[config.mk]
export PLATFORM = sky130hd
export DESIGN_NAME = led_strand_driver
export DESIGN_NICKNAME = d
export VERILOG_FILES = /design/src/rtl/led_strand_driver.sv
export SDC_FILE = /design/constraint.sdc
export NUM_CORES = 1
export LEC_CHECK = 0
export ABC_AREA = 1
export BUFFER_PORTS_ARGS = -buffer_cell sky130_fd_sc_hd__buf_2
export CAP_MARGIN = 20
export CELL_PAD_IN_SITES_DETAIL_PLACEMENT = 1
export CELL_PAD_IN_SITES_GLOBAL_PLACEMENT = 1
export CORE_MARGIN = 2
export CORE_UTILIZATION = 46
export CTS_BUF_LIST = sky130_fd_sc_hd__clkbuf_2 sky130_fd_sc_hd__clkbuf_4 sky130_fd_sc_hd__clkbuf_8
export CTS_CLUSTER_SIZE = 12
export DETAILED_ROUTE_END_ITERATION = 6
export GPL_TIMING_DRIVEN = 0
export HOLD_SLACK_MARGIN = 0.08
export PLACE_DENSITY_LB_ADDON = 0.15
export SLEW_MARGIN = 10
export SYNTH_ARGS = -nofsm -noshare
export SYNTH_HDL_FRONTEND = slang
export SYNTH_SLANG_ARGS = --single-unit
[constraint.sdc]
create_clock -name clk -period 3.4 [get_ports clk]
set_input_delay 0.34 -clock clk [delete_from_list [all_inputs] [get_ports clk]]
set_output_delay 0.34 -clock clk [all_outputs]
set_load 0.01 [all_outputs]
[src/rtl/led_strand_driver.sv]
// led_strand_driver: WS2812-style single-wire transmitter fetching GRB colors per LED with one-deep prefetch.
// Optional macro LED_DRIVER_STATUS_EN adds the saturating underrun_count_o status port.
module led_strand_driver #(
    parameter int NUM_LEDS          = 50,
    parameter int LED_ADDRESS_WIDTH = $clog2(NUM_LEDS),
    parameter int T0H_CYCLES        = 35,
    parameter int T0L_CYCLES        = 80,
    parameter int T1H_CYCLES        = 70,
    parameter int T1L_CYCLES        = 60,
    parameter int RESET_CYCLES      = 5000
) (
    input  logic                         clk,
    input  logic                         rst,
    input  logic                         go_i,
    output logic                         ready_o,
    output logic [LED_ADDRESS_WIDTH:0]   next_led_request_o,
    input  logic [7:0]                   green_i,
    input  logic [7:0]                   red_i,
    input  logic [7:0]                   blue_i,
    input  logic                         color_valid_i,
    output logic                         strand_out_o,
    output logic                         frame_done_o
`ifdef LED_DRIVER_STATUS_EN
    ,
    output logic [15:0]                  underrun_count_o
`endif
);
    localparam int AW = LED_ADDRESS_WIDTH + 1;
    localparam int TW = $clog2(RESET_CYCLES + T0H_CYCLES + T0L_CYCLES + T1H_CYCLES + T1L_CYCLES + 1);
    localparam logic [AW-1:0] NONE = AW'(NUM_LEDS);

    typedef enum logic [2:0] {IDLE, FETCH, SEND_HIGH, SEND_LOW, STALL, LATCH} state_t;

    state_t          state_q, state_d;
    logic [AW-1:0]   req_q, req_d, nxt_q, nxt_d;
    logic            chg_q, chg_d;
    logic [23:0]     sh_q, sh_d, pf_q, pf_d, ld_val;
    logic            pf_vld_q, pf_vld_d, ld;
    logic [4:0]      bit_q, bit_d;
    logic [TW-1:0]   tmr_q, tmr_d;
    logic            strand_q, done_q;
    logic            acc;
    logic [23:0]     col;

    function automatic logic [TW-1:0] hi_t(input logic b);
        return b ? TW'(T1H_CYCLES - 1) : TW'(T0H_CYCLES - 1);
    endfunction

    function automatic logic [TW-1:0] lo_t(input logic b);
        return b ? TW'(T1L_CYCLES - 1) : TW'(T0L_CYCLES - 1);
    endfunction

    // a request is accepted only once it has been visible for a full cycle
    assign acc = color_valid_i && !chg_q && (req_q != NONE);
    assign col = {green_i, red_i, blue_i};

    assign ready_o            = (state_q == IDLE) && !done_q;
    assign next_led_request_o = req_q;
    assign strand_out_o       = strand_q;
    assign frame_done_o       = done_q;

    // next-state: fetch handshake, bit timing, prefetch reload and latch period
    always_comb begin
        state_d  = state_q;
        req_d    = acc ? NONE : req_q;
        nxt_d    = nxt_q;
        sh_d     = sh_q;
        pf_d     = pf_q;
        pf_vld_d = pf_vld_q;
        bit_d    = bit_q;
        tmr_d    = tmr_q - TW'(1);
        ld       = 1'b0;
        ld_val   = col;
        if (acc && (state_q == SEND_HIGH || state_q == SEND_LOW)) begin
            pf_d     = col;
            pf_vld_d = 1'b1;
        end
        case (state_q)
            IDLE: if (go_i && !done_q) begin
                state_d = FETCH;
                req_d   = '0;
                nxt_d   = AW'(1);
            end
            FETCH, STALL: ld = acc;
            SEND_HIGH: if (tmr_q == '0) begin
                state_d = SEND_LOW;
                tmr_d   = lo_t(sh_q[23]);
            end
            SEND_LOW: if (tmr_q == '0) begin
                if (bit_q != 5'd23) begin
                    sh_d    = sh_q << 1;
                    bit_d   = bit_q + 5'd1;
                    state_d = SEND_HIGH;
                    tmr_d   = hi_t(sh_q[22]);
                end else if (pf_vld_q || acc) begin
                    ld     = 1'b1;
                    ld_val = pf_vld_q ? pf_q : col;
                end else if (req_q != NONE) begin
                    state_d = STALL;
                end else begin
                    state_d = LATCH;
                    tmr_d   = TW'(RESET_CYCLES - 1);
                end
            end
            LATCH: if (tmr_q == '0) state_d = IDLE;
            default: state_d = IDLE;
        endcase
        if (ld) begin
            sh_d     = ld_val;
            bit_d    = '0;
            state_d  = SEND_HIGH;
            tmr_d    = hi_t(ld_val[23]);
            pf_vld_d = 1'b0;
            if (nxt_q != NONE) begin
                req_d = nxt_q;
                nxt_d = nxt_q + AW'(1);
            end
        end
        chg_d = (req_d != req_q) && (req_d != NONE);
    end

    // state registers; line and done pulse registered so the strand never glitches
    always_ff @(posedge clk or posedge rst) begin
        if (rst) begin
            state_q  <= IDLE;
            req_q    <= NONE;
            nxt_q    <= '0;
            chg_q    <= 1'b0;
            sh_q     <= '0;
            pf_q     <= '0;
            pf_vld_q <= 1'b0;
            bit_q    <= '0;
            tmr_q    <= '0;
            strand_q <= 1'b0;
            done_q   <= 1'b0;
        end else begin
            state_q  <= state_d;
            req_q    <= req_d;
            nxt_q    <= nxt_d;
            chg_q    <= chg_d;
            sh_q     <= sh_d;
            pf_q     <= pf_d;
            pf_vld_q <= pf_vld_d;
            bit_q    <= bit_d;
            tmr_q    <= tmr_d;
            strand_q <= (state_d == SEND_HIGH);
            done_q   <= (state_q == LATCH) && (tmr_q == '0);
        end
    end

`ifdef LED_DRIVER_STATUS_EN
    logic [15:0] und_q;

    assign underrun_count_o = und_q;

    // count stall entries, saturating; restart at each accepted go
    always_ff @(posedge clk or posedge rst) begin
        if (rst) begin
            und_q <= '0;
        end else if (state_q == IDLE && state_d == FETCH) begin
            und_q <= '0;
        end else if (state_q != STALL && state_d == STALL && und_q != 16'hFFFF) begin
            und_q <= und_q + 16'd1;
        end
    end
`endif

endmodule

# Yosys cells after proc, flatten, opt, wreduce, memory -nomap -nowiden
# Cells that the tools add are included.
# word_totals
ff_bits	87
input_bits	28
out_inout_bits	10
wordCells	91
# classes
add_sub_neg	3
eq_ne	11
muxes	47
reduce_logical	19
# op_table
op	count
two-way mux 24 bit	9
two-way mux 7 bit	12
two-way mux 13 bit	6
case mux 13 bit (2 select lines)	1
two-way mux 3 bit	7
inequality test 7 x 6 -> 1 bit, second input constant	3
two-way mux 5 bit	4
case mux 3 bit (5 select lines)	1
zero test 13 bit	1
subtractor 13 x 1 -> 13 bit, second input constant	1
equality test 3 x 2 -> 1 bit, second input constant	3
nonzero test 2 bit	4
adder 7 x 1 -> 7 bit, second input constant	1
logical AND 1 bit	7
inequality test 7 bit	1
equality test 3 bit, second input constant	2
two-way mux 1 bit	6
adder 5 x 1 -> 5 bit, second input constant	1
inequality test 5 bit, second input constant	1
equality test 3 x 1 -> 1 bit, second input constant	1
zero test 3 bit	1
AND reduction 3 bit	1
zero test 1 bit	2
logical OR 1 bit	2
2 further kinds	2

# Depth between registers and ports, before layout
# Gate-level depths: netlist of run 1.
# logic_depth
word_depth	11
ltp_mapped	15
ltp_nobuf	15

# Worst setup path after synthesis of run 1
# OpenSTA, ideal clock, no wires.
# synth_path
path_kind	register to register
start	reg req_q[4], in the netlist next_led_request_o[4]
end	reg tmr_q[5]
setup_ns	0.119
arrival_ns	1.798
required_ns	3.281
slack_ns	1.483
stages_incl_launch_ff	11
n_path_buf	2
period_less_slack_ns	1.917
path_cell_list	dfstp_2 nand2_1 nor2_1 nand3_2 nand2_1 nand2_2 nand2_4 buf_6 buf_2 o211ai_1 o21a_1
# synth_between
elab_chain_len	9
word_cells_on_any_way	18
classes_between	eq/ne (1); mux (15); reduce/logical (2)
# synth_lines
element	line_no	text
start: declaration	35	logic [AW-1:0] req_q, req_d, nxt_q, nxt_d;
start signal: assignment	138	req_q <= req_d;
inequality test 7 x 6 -> 1 bit *	54, 98	
logical AND 1 bit	54	assign acc = color_valid_i && !chg_q && (req_q != NONE);
logical OR 1 bit	95	end else if (pf_vld_q || acc) begin
two-way mux 24 bit	95	
two-way mux 24 bit	90	if (bit_q != 5'd23) begin
two-way mux 24 bit	89	SEND_LOW: if (tmr_q == '0) begin
two-way mux 24 bit	78	case (state_q)
two-way mux 7 bit	46	return b ? TW'(T1H_CYCLES - 1) : TW'(T0H_CYCLES - 1);
two-way mux 13 bit *	108	if (ld) begin
named net tmr_d[5]	40	logic [TW-1:0] tmr_q, tmr_d;
end signal: assignment	145	tmr_q <= tmr_d;
end: declaration	40	
# The timed path passes the listed nets; every way through them passes the cells marked *.
# A chain may end at the register's enable or synchronous reset.

# Final worst setup path of run 1
# layout_path
start	reg tmr_q[0]
end	reg tmr_q[6]
# layout_between
elab_chain_len	7
word_cells_on_any_way	14
classes_between	add/sub (1); mux (12); reduce/logical (1)
# layout_lines
element	line_no	text
subtractor 13 x 1 -> 13 bit	71	tmr_d = tmr_q - TW'(1);
two-way mux 13 bit	98	end else if (req_q != NONE) begin
two-way mux 13 bit	95	
two-way mux 13 bit	90	
two-way mux 13 bit	89	
case mux 13 bit (2 select lines)	78	
two-way mux 13 bit *	108	
named net tmr_d[6]	40	
# Marks and branches as above.

==> metrics.txt, run 1 <==
ANT cells=0; Vias per Instance=5.472; drt drc=0; unrepaired setup endpoints after global routing=false; largest net degree at the start of global routing=63; #FFs+latches synth=87; CP required=3.62 ns; vias in the first global route=4777; ANT nets after route=0; hold_sp=green_i[5]; CTS Sinks=87; Leak=0.002690 uW; Post-synth EDFFs=0; CTS tree=built; Top Family by Delay on Critical Path=simple AND/OR/NAND/NOR gates; Hold Path Depth=3; startpoint types=register; total gr overflow=0; Syn-to-layout area delta=11.35%; port bufs=37; dpl cells=801; CP max stage delay=0.39 ns; maximum vdd ir drop=287.7 uV; core area=10320 um^2; Setup CP Type=register to register; final WL=13610 um; # Post-CTS Setup Buffers=0; Peak Freq=377.9 MHz; Initial Util=47.41%; Vias=4460; Worst Setup SP=tmr_q[0]$_DFF_PP0_; HP Class=input pin to register; die footprint=11480 um^2; CTS root buf=clkbuf_8; gr usage total=25.87%; PD cells=721.1 nW/um^2; Yosys Warn Count=0; largest fanout on the critical path=10; Area contributors post-synth=dfrtp_1 43%, nand2_1 9.0%, o21ai_0 7.1%; Primary FF master, synth=dfrtp_1; setup violators final=0; critical path, cell by cell=inv_1 > ha_1 > inv_1 > nor2_1 > nand2_2 > inv_2 > nand3_1 > buf_2 > o21ai_0 > inv_1 > nor2_1 > a41oi_1; final hold vios=0; DPL Wire Length=9984 um; CTS Buf Count=9; fin. max-slew vios=0; worst reg2reg path endpoint=tmr_q[6]$_DFF_PP0_; Mapped Cells=627; crit path max-delay cell type=dfrtp_1; Synthesized Nets=660; max_slew headroom=64.37%; Max-Cap Viols=0; CP Capture Type=register; reg2reg start=tmr_q[0]$_DFF_PP0_; post-synthesis sequential area ratio=44.56%; sink of the worst hold path=pf_q[21]$_DFFE_PP0P_; post-synth top area share=42.94%; die height=107.2 um; Tmin final=2.646 ns; Netlist cell types=47; ys async rst share=100.0%; status=finished clean; clk_lat worst skew=0.36 ns; Final Non-Filler Cells=815; Layout Nets=710; final period utilization=77.83%; # rows=37; Reg2Reg Setup Slack=0.75 ns; Iter 0 DRT Violations=211; post-synth top area cell=dfrtp_1; skew final=0.007965 ns; Worst-path clk slew=0.09 ns; WL/cell=16.70 um; CTS H-tree depth=3; Post-synth top cells=118 x nand2_1, 85 x inv_1, 84 x dfrtp_1; Buf/Inv on CP=5; Cell Area, Synth=4895 um^2; Final Core Density=52.79%; Syn Area/Cell=7.807 um^2; Final Wtd Congestion=0.8819; Max Root-Sink Buffers=2; top-count cell post-synth=nand2_1; Slew @ Worst Pin=0.5345 ns; CP arrival=2.86 ns; initial antenna violation count=0; worst r2r path cells=12; crit-path most repeated cell=inv_1; first-pass GRT wire length=23400 um; Die X=107.2 um; TritonRoute pass-1 iters=4; I/O pin count=38; worst hold slack=0.2533 ns; share of post-route cells with drive strength above 1=16.05%
==> flip-flops by register name, summed over array words and instances, names as in the netlist <==
register / count
frame_done_o: 1
strand_out_o: 1
chg_q: 1
tmr_q: 13
state_q: 3
pf_q: 24
pf_vld_q: 1
sh_q: 24
next_led_request_o: 7
bit_q: 5
nxt_q: 7
==> area by class of cell <==
cell class	count	area (um^2)
inverters	90	340.3
clock buffers	12	152.6
flip-flops and latches	87	2181
well taps	136	170.2
plain buffers	25	160.2
fillers	1342	4873
multi-input cells	425	2216
clock inverters	1	7.507
repair buffers	39	222.7
==> layer usage <==
layer / global-route usage, % / wire [um]
met1: 34.04 / 6277
met2: 44.71 / 6726
met3: 2.492 / 420
met4: 8.534 / 186
met5: 0 / 0
==> kinds of logic after synthesis <==
group	after synthesis	share of synthesized area (%)
flops	87	44.56
buf+inv	115	10.17
xor+xnor	7	1.253
compound gates	169	19.73
simple gates	244	23.01
fa+ha+maj	5	1.278
==> tightest hold or removal path, cell delays in order <==
cell,delay (ns)
buf_2,0.10
inv_1,0.05
o21ai_0,0.08
==> placed cells by master, fill, tap and decap left out, types with 3 or more instances in the layout <==
cell type  instances
nand2_1          118
inv_1             84
dfrtp_1           84
o21ai_0           69
nor2_1            53
buf_2             47
a21oi_1           37
nand3_1           29
o21ai_1           22
a31oi_1           15
nor3_1            12
clkbuf_8          10
buf_6              6
clkbuf_1           6
nand2_2            5
inv_2              5
nand2_4            5
nand4_1            5
xor2_1             5
ha_1               5
nor2_4             4
a21oi_2            4
o211ai_1           4
nor2_2             3
a22oi_2            3
o21bai_1           3
dfstp_2            3
==> repair_timing <==
action	in CTS	in global routing
gates resized for setup	0	0
hold buffers	1	0
hold endpoints to repair	22	0
==> worst max path at each step <==
stage | endpoint | slack, ns | depth (start not counted)
5_1_grt | tmr_q[6]$_DFF_PP0_ | 0.63 | 12
3_3_place_gp | nxt_q[1]$_DFF_PP0_ | -0.29 | 2
6_report | tmr_q[6]$_DFF_PP0_ | 0.75 | 12
4_1_cts | tmr_q[6]$_DFF_PP0_ | 0.76 | 12
2_1_floorplan | bit_q[0]$_DFFE_PP0P_ | 0.81 | 1
3_5_place_dp | tmr_q[6]$_DFF_PP0_ | 0.79 | 12
==> power breakdown <==
part           total, uW  switching [uW]  leakage [uW]  internal, uW
Sequential          1730             274       0.00108          1460
Clock                662             371     0.0000812           291
Combinational       1530             960       0.00153           575
Total               3930            1610       0.00269          2330
==> through the flow <==
step,setup WS [ns],area (um^2),total power (uW),TNS [ns]
2_1_floorplan,0.8148,4895,2823,0
3_3_place_gp,-0.2932,5250,3171,-24.16
3_5_place_dp,0.7852,5280,3279,0
4_1_cts,0.7647,5450,3955,0
5_1_grt,0.6258,5450,4264,0
6_report,0.7538,5450,3930,0
Power figures use the tool's default switching activity.
==> run 2: changes to the inputs <==
- ABC_AREA: 1 -> 0
- CORE_UTILIZATION: 46 -> 48
- clock period: 3.4 -> 2.5 ns (I/O delays scaled with it)
==> run 2 against run 1 <==
Effect of this change: first-iteration DRC count shrank 32%; combinational power increased by 40%; area after synthesis is 3.8% lower; non-clock buffer count increased by 4; flip-flop and latch count unchanged; count of clock-buffer cells in the layout decreased by 1; utilization is 4.2 points higher; largest power group unchanged.
==> metrics.txt, run 2 <==
Syn-to-layout area delta=16.68%; main combinational cell family by area after synthesis=simple AND/OR/NAND/NOR gates; # rows=36; filler instances=1119; CP required=2.77 ns; Sum Neg Setup Slack=0 ns; setup violators final=0; Gate power share=35.9%; Netlist cell types=69; I/O pin count=38; Max-Cap Viols=0; CP Capture Type=register; gr usage total=24.86%; maximum vdd ir drop=542.7 uV; Clock Power Share=20.8%; top-count cell post-synth=dfrtp_1; PD cells=1083 nW/um^2; Layout Nets=558; Largest regs=pf_q: 24 flops, sh_q: 24 flops, tmr_q: 13 flops; final period utilization=98.69%; TritonRoute pass-1 iters=4; synthesized-area fraction occupied by xor and xnor cells=3.347%; Vias per Instance=5.680; Final Non-Filler Cells=663; most common cell after layout, fill and taps aside=dfrtp_1; worst r2r path cells=10; ANT cells=0; Peak Freq=405.3 MHz; NetSw=2184 uW; max_slew headroom=63.75%; CP arrival=2.73 ns; die footprint=10620 um^2; die height=103.1 um; first-pass GRT wire length=20230 um; status=finished clean; Vias=3766; WL/cell=18.46 um; startpoint types=register; Slew @ Worst Pin=0.5438 ns; mux share of post-synthesis cell area=11.63%; CTS H-tree depth=3; Yosys Warn Count=0; vias in the first global route=3977; total gr overflow=0; Die X=103.1 um; final hold vios=0; Post-synth EDFFs=0; CTS root buf=clkbuf_8; largest net degree at the start of global routing=48; DPL Wire Length=8644 um; Worst-path clk slew=0.09 ns; Initial Util=48.87%; ANT nets after route=0; switching share of total power=36.69%; Syn Area/Cell=10.02 um^2; share of post-route cells with drive strength above 1=30.94%; post-synthesis sequential area ratio=46.29%; Leak=0.002380 uW; post-route worst setup slack=0.03265 ns; CTS Sinks=87; final WL=12240 um; #FFs+latches synth=87; CTS Buf Count=9; Post-synth top cells=84 x dfrtp_1, 70 x nand2_1, 49 x nor2_1; Synth Area in Simple Gates=19.28%; Final Wtd Congestion=0.8604; fin. max-slew vios=0; compound-gate portion of the synthesized area=14.82%; skew final=0.005690 ns; Mapped Cells=470; Post-Synth Adder-Cell Area=1.328%; dpl cells=641; Setup CP Type=register to register; most frequent cells in the layout=81 x dfrtp_1, 69 x nand2_1, 46 x nor2_1, 46 x buf_2, 46 x mux2_2; P_int=3770 uW; clk_lat worst skew=0.37 ns; core area=9639 um^2; initial antenna violation count=0; port bufs=37; post-synth top area share=44.62%; drt drc=0; Final Core Density=57.02%; CTS tree=built; Synthesized Nets=503; Seq pwr share=43.3%; HP Class=input pin to register; pre-CTS setup slack=-0.2699 ns; Cell Area, Synth=4711 um^2; ys async rst share=100.0%; Max Root-Sink Buffers=2; Tmin final=2.467 ns; Hold Path Depth=2; Iter 0 DRT Violations=143; Primary FF master, synth=dfrtp_1; unrepaired setup endpoints after global routing=true; largest fanout on the critical path=10; post-synth top area cell=dfrtp_1; PnR Total Power=5954 uW; Area contributors post-synth=dfrtp_1 45%, mux2_2 11%, nand2_1 5.6%
-- run 2: path summary, 6_finish.rpt --
kind	start	endpoint	slack [ns]
worst max-delay path	tmr_q[0]$_DFF_PP0_	chg_q$_DFF_PP0_	0.03
worst min-delay path	red_i[3]	pf_q[11]$_DFFE_PP0P_	0.12
worst max register to register	tmr_q[0]$_DFF_PP0_	chg_q$_DFF_PP0_	0.03
worst min register to register	pf_q[14]$_DFFE_PP0P_	pf_q[14]$_DFFE_PP0P_	0.51
max in group asynchronous	rst	tmr_q[8]$_DFF_PP0_	1.38
min in group asynchronous	rst	pf_q[20]$_DFFE_PP0P_	0.48
-- run 2: worst max-delay path: stages, from the launching register on --
cell and delay (ns):
dfrtp_1 0.37, inv_1 0.08, ha_1 0.19, nor2b_1 0.12, and4_4 0.20, buf_6 0.15, a21o_2 0.26, a32oi_2 0.24
o211ai_1 0.13, or4b_1 0.49, o21a_1 0.13
-- run 2: cell type report --
type | count | area, um^2 | share of cell area, %
Inverter | 10 | 40.04 | 0.7284
Sequential cell | 87 | 2185 | 39.75
Clock buffer | 11 | 145.1 | 2.641
Multi-Input combinational cell | 349 | 2455 | 44.66
Tap cell | 133 | 166.4 | 3.028
Clock inverter | 5 | 105.1 | 1.912
Buffer | 24 | 140.1 | 2.550
Timing Repair Buffer | 44 | 260.3 | 4.735
-- run 2: timing repair --
action,CTS,global route
hold endpoints to repair,37,0
buffers inserted,3,2
pin swaps,2,2
endpoints found under the setup margin,46,29
hold buffers,1,0
resized for setup,20,15
-- run 2: metal layers --
metal	vias to the layer above	wire length, um	GRT usage [%]
met2	47	6169	41.91
met5	-	0	0
met4	0	189	6.984
met1	1921	5602	32.99
met3	15	278	4.475
li1	1783	-	-
-- run 2: kinds of logic after synthesis --
logic type | count (synthesis)
muxes | 49
DFF | 87
buffers and inverters | 34
and+or+nand+nor | 177
AOI/OAI and AO/OA | 100
xor gates and xnor gates | 18
adders and majority gates | 5
-- run 2: power groups by stage --
stage                     Clock (uW)  Sequential [uW]  Combinational (uW)
after detailed placement           0             2580                2030
after global placement             0             2530                1930
after floorplan                    0             2440                1570
after CTS                       1250             2570                2120
final                           1240             2580                2140
after global routing            1310             2670                2360
-- run 2: through the flow --
step           cell area, um^2  hold slack (ns)
6_report                  5497           0.1152
4_1_cts                   5436           0.1067
2_1_floorplan             4711           0.4017
3_3_place_gp              5062           0.4850
3_5_place_dp              5092           0.3466
5_1_grt                   5497           0.1138
==> run 3: changes to the inputs <==
- ABC_AREA: 0 -> 1
- CORE_MARGIN: 2 -> not set
- CORE_UTILIZATION: 48 -> 46
==> run 3 against run 2 <==
Effect of this change: final area down 0.34%; power down 9.5%; flip-flop and latch count unchanged; global-route usage up 1.8 points; setup slack better by 0.11 ns; first-iteration DRC count up 83%; clock skew up 0.0099 ns; utilization down 4.0 points; via count up 18%; largest power group unchanged.
==> metrics.txt, run 3 (synthesis results as in run 1) <==
CTS H-tree depth=3; Syn-to-layout area delta=11.91%; M2 GR Usage=45.36%; skew final=0.01561 ns; initial antenna violation count=0; largest fanout on the critical path=10; final instance area=5478 um^2; CP required=2.74 ns; setup violators final=0; CP Capture Type=register; Final Wtd Congestion=0.9246; final hold vios=0; I/O pin count=38; ANT cells=0; pre-CTS setup slack=-0.09962 ns; Largest regs=pf_q: 24 flops, sh_q: 24 flops, tmr_q: 13 flops; vias in the first global route=4623; # rows=37; met3 usage=3.681%; Initial Util=47.41%; gr usage total=26.69%; Peak Freq=423.4 MHz; Die X=105.2 um; status=finished clean; Final Core Density=53.06%; global route hottest layer=met2; most frequent cells in the layout=117 x nand2_1, 84 x dfrtp_1, 83 x inv_1; Max-Cap Viols=0; final period utilization=94.48%; WL/cell=16.54 um; DPL Wire Length=10090 um; clk_lat worst skew=0.37 ns; largest net degree at the start of global routing=54; Reg2Reg Setup Slack=0.14 ns; CP arrival=2.60 ns; Tmin final=2.362 ns; Sum Neg Setup Slack=0 ns; fin. max-slew vios=0; Leak=0.002705 uW; post-route worst setup slack=0.1379 ns; M1 GR Usage=34.83%; hold_sp=green_i[1]; Max Root-Sink Buffers=2; Iter 0 DRT Violations=261; total gr overflow=0; core area=10320 um^2; Vias per Instance=5.450; Layout Nets=710; CP endpoint=sh_q[7]$_DFFE_PP0P_; startpoint types=register; max_slew headroom=55.01%; die footprint=11060 um^2; first-pass GRT wire length=23090 um; worst r2r path cells=11; TritonRoute pass-1 iters=5; unrepaired setup endpoints after global routing=false; Worst Setup SP=tmr_q[0]$_DFF_PP0_; most common cell after layout, fill and taps aside=nand2_1; maximum vdd ir drop=399.2 uV; final WL=13530 um; HP Class=input pin to register; CTS root buf=clkbuf_8; Setup CP Type=register to register; CTS tree=built; PD cells=984.1 nW/um^2; reg2reg start=tmr_q[0]$_DFF_PP0_; die height=105.2 um; CTS Buf Count=9; share of post-route cells with drive strength above 1=17.30%; Vias=4458; Slew @ Worst Pin=0.6749 ns; port bufs=37; ANT nets after route=0; worst reg2reg path endpoint=sh_q[7]$_DFFE_PP0P_; PnR Total Power=5391 uW; CTS Sinks=87; Placed Area=5273 um^2; Worst-path clk slew=0.10 ns; drt drc=0
==> run 3: changes by cell type in the layout (fill, tap and decap cells not counted), moves of 16 or more <==
cell     before  now
inv_1         9   83
o21ai_0      17   68
nand2_1      69  117
mux2_2       46    0
o21ai_1       1   23
a21oi_1      18   37
nand3_1      13   29
==> run 3: area by class of cell <==
class / count / area, um^2
flip-flops and latches: 87 / 2181
well taps: 136 / 170.2
plain buffers: 24 / 163.9
fillers: 1352 / 4846
clock buffers: 11 / 145.1
clock inverters: 5 / 33.78
multi-input cells: 425 / 2221
repair buffers: 40 / 222.7
inverters: 90 / 340.3
==> run 3: through the flow <==
| stage | hold WS, ns | std cells |
|---|---|---|
| 2_1_floorplan | 0.4160 | 627 |
| 3_3_place_gp | 0.4615 | 800 |
| 3_5_place_dp | 0.4042 | 801 |
| 4_1_cts | 0.1470 | 818 |
| 5_1_grt | 0.1617 | 818 |
| 6_report | 0.1496 | 818 |
==> run 3: worst min path at each step <==
stage	end	slack, ns	cells past startpoint
2_1_floorplan	pf_q[0]$_DFFE_PP0P_	0.42	2
3_3_place_gp	pf_q[11]$_DFFE_PP0P_	0.46	2
3_5_place_dp	tmr_q[5]$_DFF_PP0_	0.40	2
4_1_cts	pf_q[22]$_DFFE_PP0P_	0.15	3
5_1_grt	pf_q[6]$_DFFE_PP0P_	0.16	3
6_report	pf_q[17]$_DFFE_PP0P_	0.15	3
==> run 3: worst max-delay path, stage by stage (launching register included) <==
cell and delay (ns):
dfrtp_1 0.41, inv_2 0.11, ha_1 0.16, inv_1 0.06, nor2_2 0.19, nand2_2 0.16
inv_2 0.12, nand3_1 0.19, buf_4 0.25, clkbuf_2 0.22, o21ai_1 0.23, a31oi_1 0.12
==> run 3: per-layer routing <==
layer,vias up,share of wire (%)
li1,2156,-
met1,2196,46
met2,82,50
met3,24,2.7
met4,0,1.8
met5,-,0
==> run 3: power by group <==
group	internal [uW]	switching, uW	total, uW
Combinational	782	1330	2110
Sequential	1980	369	2350
Clock	398	532	930
Total	3160	2230	5390
==> run 3: timing repair <==
action / 4_1_cts / 5_1_grt
setup buffers: 0 / 1
gates resized for setup: 3 / 7
endpoints found under the setup margin: 10 / 40
pin swaps: 0 / 1
hold endpoints to repair: 49 / 0
hold buffers: 1 / 0
